--- src/rtl/usb_reg_bus_master.sv ---
// -----------------------------------------------------------------------------
// usb_reg_bus_master
//
// Bridges the host's asynchronous 8-bit parallel bus (address latch, read and
// write strobes) onto the internal register bus. Every host strobe becomes one
// register-bus transaction, and reg_bytecnt advances once per completed byte
// so that multi-byte registers and FIFO bursts stream byte by byte.
//
// Ports
//   clk_usb      : clock, rising edge
//   reset        : synchronous, active-high
//   usb_addr     : host register address, sampled while alen is low
//   usb_din      : host write data, sampled on the write strobe
//   usb_dout     : read data to the pins
//   usb_isout    : pad output enable while a read is served
//   usb_cen      : chip enable, active-low, asynchronous
//   usb_alen     : address latch enable, active-low, asynchronous
//   usb_rdn      : read strobe, active-low, asynchronous
//   usb_wrn      : write strobe, active-low, asynchronous
//   reg_address  : latched register address
//   reg_bytecnt  : byte index within the current register access
//   reg_datai    : write data for register blocks
//   reg_datao    : combinational read data from the register mux
//   reg_read     : level, high for one host read byte
//   reg_write    : single-cycle pulse per host write byte
//   bus_error    : sticky, rdn and wrn seen low together
// -----------------------------------------------------------------------------
module usb_reg_bus_master #(
   parameter int pBYTECNT_SIZE = 7
) (
   input  logic                     clk_usb,
   input  logic                     reset,
   input  logic [7:0]               usb_addr,
   input  logic [7:0]               usb_din,
   output logic [7:0]               usb_dout,
   output logic                     usb_isout,
   input  logic                     usb_cen,
   input  logic                     usb_alen,
   input  logic                     usb_rdn,
   input  logic                     usb_wrn,
   output logic [7:0]               reg_address,
   output logic [pBYTECNT_SIZE-1:0] reg_bytecnt,
   output logic [7:0]               reg_datai,
   input  logic [7:0]               reg_datao,
   output logic                     reg_read,
   output logic                     reg_write,
   output logic                     bus_error
);

   typedef enum logic [1:0] {
      IDLE     = 2'd0,
      WR_HOLD  = 2'd1,
      RD_SETUP = 2'd2,
      RD_HOLD  = 2'd3
   } state_t;

   localparam logic [pBYTECNT_SIZE-1:0] CNT_ONE = {{(pBYTECNT_SIZE-1){1'b0}}, 1'b1};

   // Level-only controls need two stages; strobes get a third for edge detect.
   logic [1:0] cen_sync_q, alen_sync_q;
   logic [2:0] rdn_sync_q, wrn_sync_q;
   // After reset the synchronizers are forced high, so a strobe already held
   // low at the pin would look like a fresh falling edge. settle_q marks when
   // the pipeline reflects the pins again; block_q suppresses new transactions
   // until both strobes have been observed high.
   logic [1:0] settle_q;
   logic       block_q, block_d;

   state_t                     state_q, state_d;
   logic [7:0]                 address_q, address_d;
   logic [pBYTECNT_SIZE-1:0]   bytecnt_q, bytecnt_d;
   logic [7:0]                 datai_q, datai_d;
   logic [7:0]                 dout_q, dout_d;
   logic                       read_q, read_d;
   logic                       write_q, write_d;
   logic                       error_q, error_d;

   logic cen_s, alen_s, rdn_s, wrn_s;
   logic rdn_fall_s, wrn_fall_s, conflict_s;

   assign cen_s      = cen_sync_q[1];
   assign alen_s     = alen_sync_q[1];
   assign rdn_s      = rdn_sync_q[1];
   assign wrn_s      = wrn_sync_q[1];
   assign rdn_fall_s = ~rdn_sync_q[1] & rdn_sync_q[2];
   assign wrn_fall_s = ~wrn_sync_q[1] & wrn_sync_q[2];
   assign conflict_s = ~rdn_s & ~wrn_s;

   // Synchronizer chains and post-reset settle tracking.
   always_ff @(posedge clk_usb) begin
      if (reset) begin
         cen_sync_q  <= 2'b11;
         alen_sync_q <= 2'b11;
         rdn_sync_q  <= 3'b111;
         wrn_sync_q  <= 3'b111;
         settle_q    <= 2'b00;
      end else begin
         cen_sync_q  <= {cen_sync_q[0], usb_cen};
         alen_sync_q <= {alen_sync_q[0], usb_alen};
         rdn_sync_q  <= {rdn_sync_q[1:0], usb_rdn};
         wrn_sync_q  <= {wrn_sync_q[1:0], usb_wrn};
         settle_q    <= {settle_q[0], 1'b1};
      end
   end

   // Transaction state and bus output registers.
   always_ff @(posedge clk_usb) begin
      if (reset) begin
         state_q   <= IDLE;
         address_q <= 8'h00;
         bytecnt_q <= '0;
         datai_q   <= 8'h00;
         dout_q    <= 8'h00;
         read_q    <= 1'b0;
         write_q   <= 1'b0;
         error_q   <= 1'b0;
         block_q   <= 1'b1;
      end else begin
         state_q   <= state_d;
         address_q <= address_d;
         bytecnt_q <= bytecnt_d;
         datai_q   <= datai_d;
         dout_q    <= dout_d;
         read_q    <= read_d;
         write_q   <= write_d;
         error_q   <= error_d;
         block_q   <= block_d;
      end
   end

   // Next-state and output decode.
   always_comb begin
      state_d   = state_q;
      address_d = address_q;
      bytecnt_d = bytecnt_q;
      datai_d   = datai_q;
      dout_d    = dout_q;
      read_d    = read_q;
      write_d   = 1'b0;
      error_d   = error_q;
      block_d   = block_q & ~(settle_q[1] & rdn_s & wrn_s);

      if (conflict_s) begin
         // Both strobes low: abandon whatever was in flight, no increment.
         error_d = 1'b1;
         read_d  = 1'b0;
         block_d = 1'b1;
         state_d = IDLE;
      end else begin
         case (state_q)
            IDLE: begin
               if (~alen_s) begin
                  address_d = usb_addr;
                  bytecnt_d = '0;
               end else if (~block_q & ~cen_s & wrn_fall_s) begin
                  datai_d = usb_din;
                  write_d = 1'b1;
                  state_d = WR_HOLD;
               end else if (~block_q & ~cen_s & rdn_fall_s) begin
                  read_d  = 1'b1;
                  state_d = RD_SETUP;
               end else begin
                  state_d = IDLE;
               end
            end
            WR_HOLD: begin
               if (cen_s) begin
                  state_d = IDLE;
               end else if (wrn_s) begin
                  bytecnt_d = bytecnt_q + CNT_ONE;
                  state_d   = IDLE;
               end else begin
                  state_d = WR_HOLD;
               end
            end
            RD_SETUP: begin
               // One settle cycle after reg_read rises before sampling the mux.
               if (cen_s) begin
                  read_d  = 1'b0;
                  state_d = IDLE;
               end else begin
                  dout_d  = reg_datao;
                  state_d = RD_HOLD;
               end
            end
            RD_HOLD: begin
               if (cen_s) begin
                  read_d  = 1'b0;
                  state_d = IDLE;
               end else if (rdn_s) begin
                  read_d    = 1'b0;
                  bytecnt_d = bytecnt_q + CNT_ONE;
                  state_d   = IDLE;
               end else begin
                  state_d = RD_HOLD;
               end
            end
            default: begin
               read_d  = 1'b0;
               state_d = IDLE;
            end
         endcase
      end
   end

   assign usb_isout   = ~rdn_s & ~cen_s & ((state_q == RD_SETUP) | (state_q == RD_HOLD));
   assign usb_dout    = dout_q;
   assign reg_address = address_q;
   assign reg_bytecnt = bytecnt_q;
   assign reg_datai   = datai_q;
   assign reg_read    = read_q;
   assign reg_write   = write_q;
   assign bus_error   = error_q;

endmodule

--- config.mk ---
export PLATFORM = sky130hd
export DESIGN_NAME = usb_reg_bus_master
export DESIGN_NICKNAME = d
export VERILOG_FILES = /design/src/rtl/usb_reg_bus_master.sv
export SDC_FILE = /design/constraint.sdc
export NUM_CORES = 1
export LEC_CHECK = 0
export CELL_PAD_IN_SITES_DETAIL_PLACEMENT = 1
export CELL_PAD_IN_SITES_GLOBAL_PLACEMENT = 2
export CORE_MARGIN = 2
export CORE_UTILIZATION = 29
export CTS_CLUSTER_SIZE = 8
export DETAILED_ROUTE_END_ITERATION = 8
export PLACE_DENSITY = 0.91
export SYNTH_ARGS = -nofsm -noshare
export SYNTH_HDL_FRONTEND = slang
export SYNTH_SLANG_ARGS = --single-unit
--- constraint.sdc ---
create_clock -name clk_usb -period 3.57 [get_ports clk_usb]
set_input_delay 0.714 -clock clk_usb [delete_from_list [all_inputs] [get_ports clk_usb]]
set_output_delay 0.714 -clock clk_usb [all_outputs]
set_load 0.02 [all_outputs]
Word-level counts from Yosys, hierarchy flattened
Cells that the tools add are included.

Register bits: 49. Input port bits: 30. Output and inout bits: 35. Logic and storage cells: 83.

Add/subtract/negate cells: 1. Eq/ne operators: 13. Multiplexer cells: 24. Bitwise gates (word level): 20. Reductions and logical operators: 10.

Operator list (number): $mux 7 (5); $pmux 7 s3 (1); $ne 2x2->1 const B (9); $mux 2 (6); $and 1x1->1 (11); $mux 1 (10); $not 1->1 (8); $pmux 2 s4 (1); $add 7x1->7 const B (1); $reduce_and 7->1 (1); $reduce_and 3->1 (2); $reduce_and 6->1 (1); $reduce_bool 3->1 (2); $eq 2x2->1 const B (2); $reduce_and 4->1 (1); $reduce_or 4->1 (1); $ne 3x3->1 const B (1); $pmux 1 s3 (1); $eq 2x1->1 const B (1); $logic_not 2->1 (1); $reduce_or 2->1 (1); $or 1x1->1 (1).

Logic depth before layout (Yosys ltp)
Gate-level depths: netlist of the first run.

Depth in word-level cells: 7. Mapped depth: 7. Gate-level depth less buffers: 6.

Worst setup path before layout of the first run
Ideal clock, no wire load.

Path type: register to register. Start: register state_q[0]. End: register bytecnt_q[4], in the netlist reg_bytecnt[4]. Library setup time: 71 ps. Arrival: 1813 ps. Required time: 3499 ps. Slack: 1686 ps. Stages on the path, launching flop included: 8. Path buffers: 1. Period minus slack after synthesis: 1884 ps. Cell sequence: dfxtp_1 -> inv_1 -> ha_1 -> nor2_1 -> o221ai_2 -> buf_6 -> or4_1 -> a21oi_1.

Cells in the longest elaborated chain, start to end: 3. Elaborated cells on any way between the ends: 11. Classes of those cells: eq/ne: 7; mux: 1; reduce/logical: 3.

RTL lines: start: declaration (RTL line 69) `state_t state_q, state_d;`; start signal: assignment (RTL line 119) `state_q <= state_d;`; $eq 2x1->1, or another cell as far along (RTL line 150) `case (state_q)`; $ne 2x2->1 (no source line) or $reduce_bool 3->1 (tied branches); $reduce_and 7->1 (no source line); end signal: assignment (RTL line 121) `bytecnt_q <= bytecnt_d;`; end: declaration (RTL line 71) `logic [pBYTECNT_SIZE-1:0] bytecnt_q, bytecnt_d;`.

Several ways; a longest one is shown, not always the timed one. A chain may end at the register's enable or synchronous reset.

Worst setup path in the final report of the first run
Start: register state_q[0]. End: output port usb_isout.

Cells in the longest elaborated chain, start to end: 3. Elaborated cells on any way between the ends: 4. Classes of those cells: eq/ne: 2; bitwise: 2.

RTL lines: $eq 2x2->1 (RTL line 206) `assign usb_isout = ~rdn_s & ~cen_s & ((state_q == RD_SETUP) | (state_q == RD_HOLD));`; $or 1x1->1 (*) (RTL line 206); $and 1x1->1 (*) (RTL line 206); end: declaration (RTL line 36) `output logic usb_isout,`.

Every way passes the cells marked *; elsewhere a longest branch is shown, timed or not.

==> results of run 1 <==
[state kept, by name (all words and copies together), names as in the netlist, 3 cells and up]
signal	count
rdn_sync_q	3
usb_dout	8
reg_bytecnt	7
reg_datai	8
wrn_sync_q	3
reg_address	8
[worst max-delay path, cell delays in order, from the launching register on]
cell and delay [ns]:
dfxtp_1 0.48, inv_1 0.13, ha_1 0.23, nor2_1 0.14
nor3_1 0.06, clkdlybuf4s50_1 0.55
[layout make-up]
class / instances / area [um2] / area share [%]
clock buffers: 5 / 68.8 / 2.48
clock inverters: 3 / 43.8 / 1.58
inverters: 7 / 26.3 / 0.948
multi-input cells: 134 / 908 / 32.8
flip-flops and latches: 49 / 981 / 35.4
well taps: 77 / 96.3 / 3.47
repair buffers: 65 / 648 / 23.4
[worst max path at each step]
stage,from,end,slack [ns],cells past startpoint
after floorplan,state_q[0],reg_bytecnt[4],1.69,7
after global routing,state_q[0],usb_isout,0.80,5
after CTS,state_q[0],usb_isout,0.92,5
after detailed placement,reset,reg_bytecnt[1],1.20,4
final,state_q[0],usb_isout,0.95,5
after global placement,reset,reg_bytecnt[1],1.26,4
[where the power goes]
group / switching (mW) / internal [mW]
registers: 0.0110 / 0.559
logic: 0.0412 / 0.0550
clock network: 0.191 / 0.210
[layer usage]
layer,track usage [%],share of wire (%),up-vias
li1,-,-,802
met1,15.8,44,760
met2,22.3,49,37
met3,4.67,6.1,5
met4,4.26,1.4,0
met5,0,0,-
[cells by family (layout without fill, tap and decap cells)]
logic type,Yosys count,in the layout
buffers and inverters,15,80
DFF,49,49
adders and majority gates,7,7
AOI/OAI and AO/OA,27,27
and+or+nand+nor,74,74
muxes,26,26
[layout by cell type, fill, tap and decap left out, drive strengths merged, types with 2 or more instances in the layout]
cell type      instances
clkdlybuf4s50         64
dfxtp                 49
nor2                  35
mux2i                 26
a21oi                 10
or2                   10
nand2                  8
inv                    8
ha                     7
o21ai                  5
clkbuf                 5
o31ai                  4
or4                    4
nor2b                  3
and2b                  2
and2                   2
or3                    2
nand2b                 2
a211oi                 2
nor3                   2
==> out/qor_table.md, run 1 <==
| Quantity | Reported | Unit |
|:---|:---|:---|
| Run status | complete, no violations | - |
| Final WS setup | 0.952 | ns |
| Overall Global Routing Usage | 13.2 | % |
| Arrival time of the worst setup path | 1.90 | ns |
| Hold Crit Depth | 1 | - |
| HPWL after detailed placement | 3460 | um |
| Maximum count of clock buffers along a single path | 2 | - |
| Clock-pin slew reported for the worst setup and hold paths after clock tree synthesis | 0.09 | ns |
| Leakage power | 0.973 | nW |
| Number of synthesis warnings | 0 | - |
| Number of detailed-routing iterations run before antenna repair | 4 | - |
| Minimum period implied by the final worst setup slack | 2.62 | ns |
| Number of antenna repair diodes | 0 | - |
| Overall routed net length | 4660 | um |
| Number of DRC violations after detailed-routing iteration 0 | 89 | - |
| Power density over cell area | 385 | mW/mm2 |
| Count of different cell masters after synthesis | 34 | - |
| Tightest slew margin relative to the limit | 31.5 | % |
| Max-cap violation count | 0 | - |
| Final Skew | 0.0122 | ns |
| Vias in the first global route | 1652 | - |
| Num ports | 65 | - |
| Count of non-filler cells in the finished layout | 340 | - |
| Clock latency on the worst-skew pair | 0.31 | ns |
| CTS sink count | 49 | - |
| Number of hold violations in the final report | 0 | - |
| Overall overflow remaining after global route | 0 | - |
| Top post-synthesis cells by count | dfxtp_1 (49), nor2_1 (34), mux2i_1 (26) | - |
| Final Net Count | 299 | - |
| Routed via count | 1604 | - |
| Post-CTS resize count | 0 | - |
| Worst supply voltage drop on vdd | 0.160 | mV |
| H-tree depth | 2 | - |
| Start-to-end type of the worst setup path | reg2out | - |
| Largest area contributor in the synthesized netlist | dfxtp_1 | - |
| Compound-Gate Fraction of Synth Area | 9.56 | % |
| Kind of launch point of the worst setup path | flip-flop | - |
| Area share of and/or/nand/nor cells after synthesis | 19.0 | % |
| Mux contribution to synthesized area | 13.3 | % |
| Via density per instance | 4.72 | - |
| Die W | 86.3 | um |
| Number of max-slew violations in the final report | 0 | - |
| Total setup violations reported at the end of the flow | 0 | - |
| Post-Synthesis Mean Instance Area | 9.91 | um2 |
| Post-CTS repair timing setup buffer count | 0 | - |
| Number of antenna violations at the first check in global routing | 0 | - |
| Rows | 29 | - |
| Highest Clock Rate | 0.382 | GHz |
| Placed insts | 332 | - |
| Fill count | 750 | - |
| Most repeated cell in the gate-level netlist after synthesis | dfxtp_1 | - |
| Final routed DRC violation total | 0 | - |
| Area share of the largest cell type after synthesis | 50.0 | % |
| Portion of the post-synthesis area used by sequential elements | 50.0 | % |
| Number of buffers created by CTS | 5 | - |
| Floorplan die area | 0.00744 | mm2 |
| Gate count after technology mapping | 198 | - |
| Final weighted congestion of routability-driven global placement | 0.773 | - |
| Transition time at the pin with the least slew margin | 1.01 | ns |
| Area of the mapped netlist | 0.00196 | mm2 |
| Post-Synth Adder-Cell Area | 4.46 | % |
| Utilization of the core after routing | 42.9 | % |
| Post-synth EDFFs | 0 | - |
| Clock tree from TritonCTS | yes | - |
| Number of port buffers | 64 | - |
| Initial core utilization | 30.4 | % |
| Top FF cell, synth | dfxtp_1 | - |
| Cell Area, Placed | 0.00266 | mm2 |
| First-pass GRT wire length | 7810 | um |
| Launching point of the worst reg2reg path | state_q[0] | - |
| End point of the most critical hold path | wrn_sync_q[1] | - |
| Synth Register Bits | 49 | - |
| Core Region | 0.00646 | mm2 |
| Setup WS pre-CTS | 1.20 | ns |
| Worst Reg-to-Reg Cells | 6 | - |
| Fraction of layout cells with a size suffix above 1 | 8.75 | % |
| Setup TNS | 0 | ns |
| Final design instance area without fill | 0.00277 | mm2 |
| Buffer type at the clock tree root | clkbuf_8 | - |
| Setup repair after global routing missed its margin | false | - |
| Maximum number of pins on one net before global-route repair | 23 | - |
| Crit share post-route | 73.3 | % |
| Synth Net Count | 235 | - |
| Critical path data required time | 2.86 | ns |
| Type of element capturing the critical path | primary output | - |
| Highest net fanout along the worst path | 6 | - |
| Critical register-to-register path endpoint | reg_bytecnt[1] | - |
| Worst hold slack after final layout | 0.419 | ns |
| Hold-fix buffer count after cts | 0 | - |
| Post-synth ARST share | 0 | % |
| WL per Instance | 13.7 | um |
| Cell types with the largest area share after synthesis | dfxtp_1 (50%), mux2i_1 (13%), nor2_1 (6.5%) | - |
| Post-layout total power | 1.07 | mW |
| Combinational family with the most area after synthesis | simple AND/OR/NAND/NOR gates | - |
| ANT nets after route | 0 | - |
| Chip height | 86.3 | um |
| Area growth from synthesis to layout | 41.2 | % |
| Register-to-register path setup slack | 1.27 | ns |
| Xor and xnor area share after synthesis | 0 | % |
| Worst min path class | reg2reg | - |
| Worst hold start | wrn_sync_q[0] | - |
Note: power is estimated with default switching activity, not from simulation.
==> inputs of run 2 (changes only) <==
--- a/config.mk
+++ b/config.mk
@@ -8,10 +8,10 @@
 export CELL_PAD_IN_SITES_DETAIL_PLACEMENT = 1
 export CELL_PAD_IN_SITES_GLOBAL_PLACEMENT = 2
 export CORE_MARGIN = 2
-export CORE_UTILIZATION = 29
+export CORE_UTILIZATION = 24
 export CTS_CLUSTER_SIZE = 8
 export DETAILED_ROUTE_END_ITERATION = 8
-export PLACE_DENSITY = 0.91
+export PLACE_DENSITY = 0.81
 export SYNTH_ARGS = -nofsm -noshare
 export SYNTH_HDL_FRONTEND = slang
 export SYNTH_SLANG_ARGS = --single-unit
==> constraint.sdc (replaced) <==
create_clock -name clk_usb -period 2.3 [get_ports clk_usb]
set_input_delay 0.46 -clock clk_usb [delete_from_list [all_inputs] [get_ports clk_usb]]
set_output_delay 0.46 -clock clk_usb [all_outputs]
set_load 0.02 [all_outputs]
==> out/qor_table.md, run 2 (synthesis gave the netlist of run 1 again) <==
| Quantity | Reported | Unit |
|:---|:---|:---|
| Crit path max-delay family | buffers and inverters | - |
| Overall Global Routing Usage | 11.2 | % |
| Chain of cells forming the critical path | buf_4, ha_1, nor2_1, nor3_1, dlygate4sd2_1 | - |
| Via density per instance | 4.35 | - |
| Buffer type at the clock tree root | clkbuf_8 | - |
| Number of hold violations in the final report | 0 | - |
| HPWL after detailed placement | 3480 | um |
| WL per Instance | 12.5 | um |
| Maximum count of clock buffers along a single path | 2 | - |
| Rows | 32 | - |
| Final Skew | 0.00474 | ns |
| Final weighted congestion of routability-driven global placement | 0.722 | - |
| Crit share post-route | 87.8 | % |
| Switch share | 22.6 | % |
| Core Region | 0.00781 | mm2 |
| Most frequent cells in the layout | clkdlybuf4s50_1 (63), dfxtp_1 (49), nor2_1 (34) | - |
| Clock-pin slew reported for the worst setup and hold paths after clock tree synthesis | 0.08 | ns |
| Largest stage delay on the critical path | 0.36 | ns |
| Routed via count | 1601 | - |
| Maximum number of pins on one net before global-route repair | 39 | - |
| Clock latency on the worst-skew pair | 0.30 | ns |
| Fraction of power consumed by combinational cells | 10.1 | % |
| Worst supply voltage drop on vdd | 0.219 | mV |
| Worst min path class | reg2reg | - |
| Initial core utilization | 25.1 | % |
| Highest Clock Rate | 0.495 | GHz |
| Final Net Count | 303 | - |
| Transition time at the pin with the least slew margin | 0.556 | ns |
| Number of max-slew violations in the final report | 0 | - |
| Power density over cell area | 549 | mW/mm2 |
| Run status | complete, no violations | - |
| Portion of total power attributed to sequential cells | 57.0 | % |
| Clock tree from TritonCTS | yes | - |
| Utilization of the core after routing | 36.1 | % |
| Overall overflow remaining after global route | 0 | - |
| Arrival time of the worst setup path | 1.56 | ns |
| Internal | 1.20 | mW |
| Worst hold slack after final layout | 0.416 | ns |
| Type of element capturing the critical path | primary output | - |
| Num ports | 65 | - |
| Number of buffers created by CTS | 5 | - |
| Start-to-end type of the worst setup path | reg2out | - |
| Number of antenna violations at the first check in global routing | 0 | - |
| Leakage power | 0.988 | nW |
| H-tree depth | 2 | - |
| ANT nets after route | 0 | - |
| Max-cap violation count | 0 | - |
| Most frequent standard cell in the layout excluding fill and tap cells | clkdlybuf4s50_1 | - |
| Cell Area, Placed | 0.00273 | mm2 |
| Share of power burned in the clock network | 32.8 | % |
| Number of detailed-routing iterations run before antenna repair | 2 | - |
| Die W | 94.4 | um |
| Vias in the first global route | 1621 | - |
| Setup repair after global routing missed its margin | false | - |
| Fraction of layout cells with a size suffix above 1 | 9.40 | % |
| Number of antenna repair diodes | 0 | - |
| Highest net fanout along the worst path | 4 | - |
| Setup TNS | 0 | ns |
| Number of DRC violations after detailed-routing iteration 0 | 41 | - |
| Floorplan die area | 0.00892 | mm2 |
| Number of port buffers | 64 | - |
| Chip height | 94.4 | um |
| Kind of launch point of the worst setup path | flip-flop | - |
| Total setup violations reported at the end of the flow | 0 | - |
| First-pass GRT wire length | 7830 | um |
| CTS sink count | 49 | - |
| Bufs and invs on worst path | 2 | - |
| Minimum period implied by the final worst setup slack | 2.02 | ns |
| Critical path data required time | 1.84 | ns |
| Overall routed net length | 4610 | um |
| Net Sw Power | 0.350 | mW |
| Final design instance area without fill | 0.00282 | mm2 |
| Final routed DRC violation total | 0 | - |
| Tightest slew margin relative to the limit | 62.9 | % |
| Area growth from synthesis to layout | 43.6 | % |
| Library cell contributing the largest single delay on the critical path | dfxtp_1 | - |
## run 2: cell types whose count changed in the layout (fill, tap and decap cells not counted), sizes merged
cell,delta
bufinv,-1
clkinv,-1
dlygate4sd2,+1
inv,-1
clkbuf,+2
clkdlybuf4s50,-1
buf,+4
## run 2: repair_timing
| action | 4_1_cts | 5_1_grt |
|---|---|---|
| setup buffers | 0 | 0 |
| setup endpoints to repair | 1 | 0 |
| hold buffers | 0 | 0 |
| gates resized for setup | 1 | 0 |
## run 2: power groups by stage
stage	sequential [mW]	clock (mW)	combinational (mW)
after floorplan	0.906	0	0.0691
after global placement	0.902	0	0.158
after detailed placement	0.903	0	0.160
after CTS	0.883	0.537	0.161
after global routing	0.886	0.576	0.174
final	0.883	0.508	0.157
## run 2: routing by layer
layer / part of all wire (%) / vias up / GRT usage, %
met5: 0 / - / 0
met4: 1.6 / 0 / 4.35
met3: 7.2 / 7 / 4.39
met2: 47 / 36 / 17.9
met1: 44 / 755 / 13.5
li1: - / 803 / -
## run 2: worst register-to-register path, cell delays in order (launching register included)
cell      delay, ns
dfxtp_1        0.41
inv_1          0.10
ha_1           0.26
a22oi_4        0.18
o221ai_2       0.19
or4_1          0.54
a21oi_1        0.16
## run 2: final cells by class
class	instances	area (um2)
clock buffer	7	86.3
inverter	7	26.3
multi-input combinational	134	908
fill	880	4990
sequential	49	981
tap	102	128
timing repair buffer	69	689
## run 2: worst paths after layout
path | slack (ns) | cells after the start | start | end
max | 0.28 | 5 | state_q[0] | usb_isout
max reg2reg | 0.39 | 6 | state_q[1] | reg_bytecnt[6]
min | 0.42 | 1 | rdn_sync_q[0] | rdn_sync_q[1]
min reg2reg | 0.42 | 1 | rdn_sync_q[0] | rdn_sync_q[1]
## run 2: per-stage QoR
step	total power, mW	setup WS (ns)	cells
global route	1.64	0.122	368
detailed placement	1.06	0.264	361
finish	1.55	0.280	368
CTS	1.58	0.220	368
floorplan	0.975	0.416	198
global placement	1.06	0.300	361
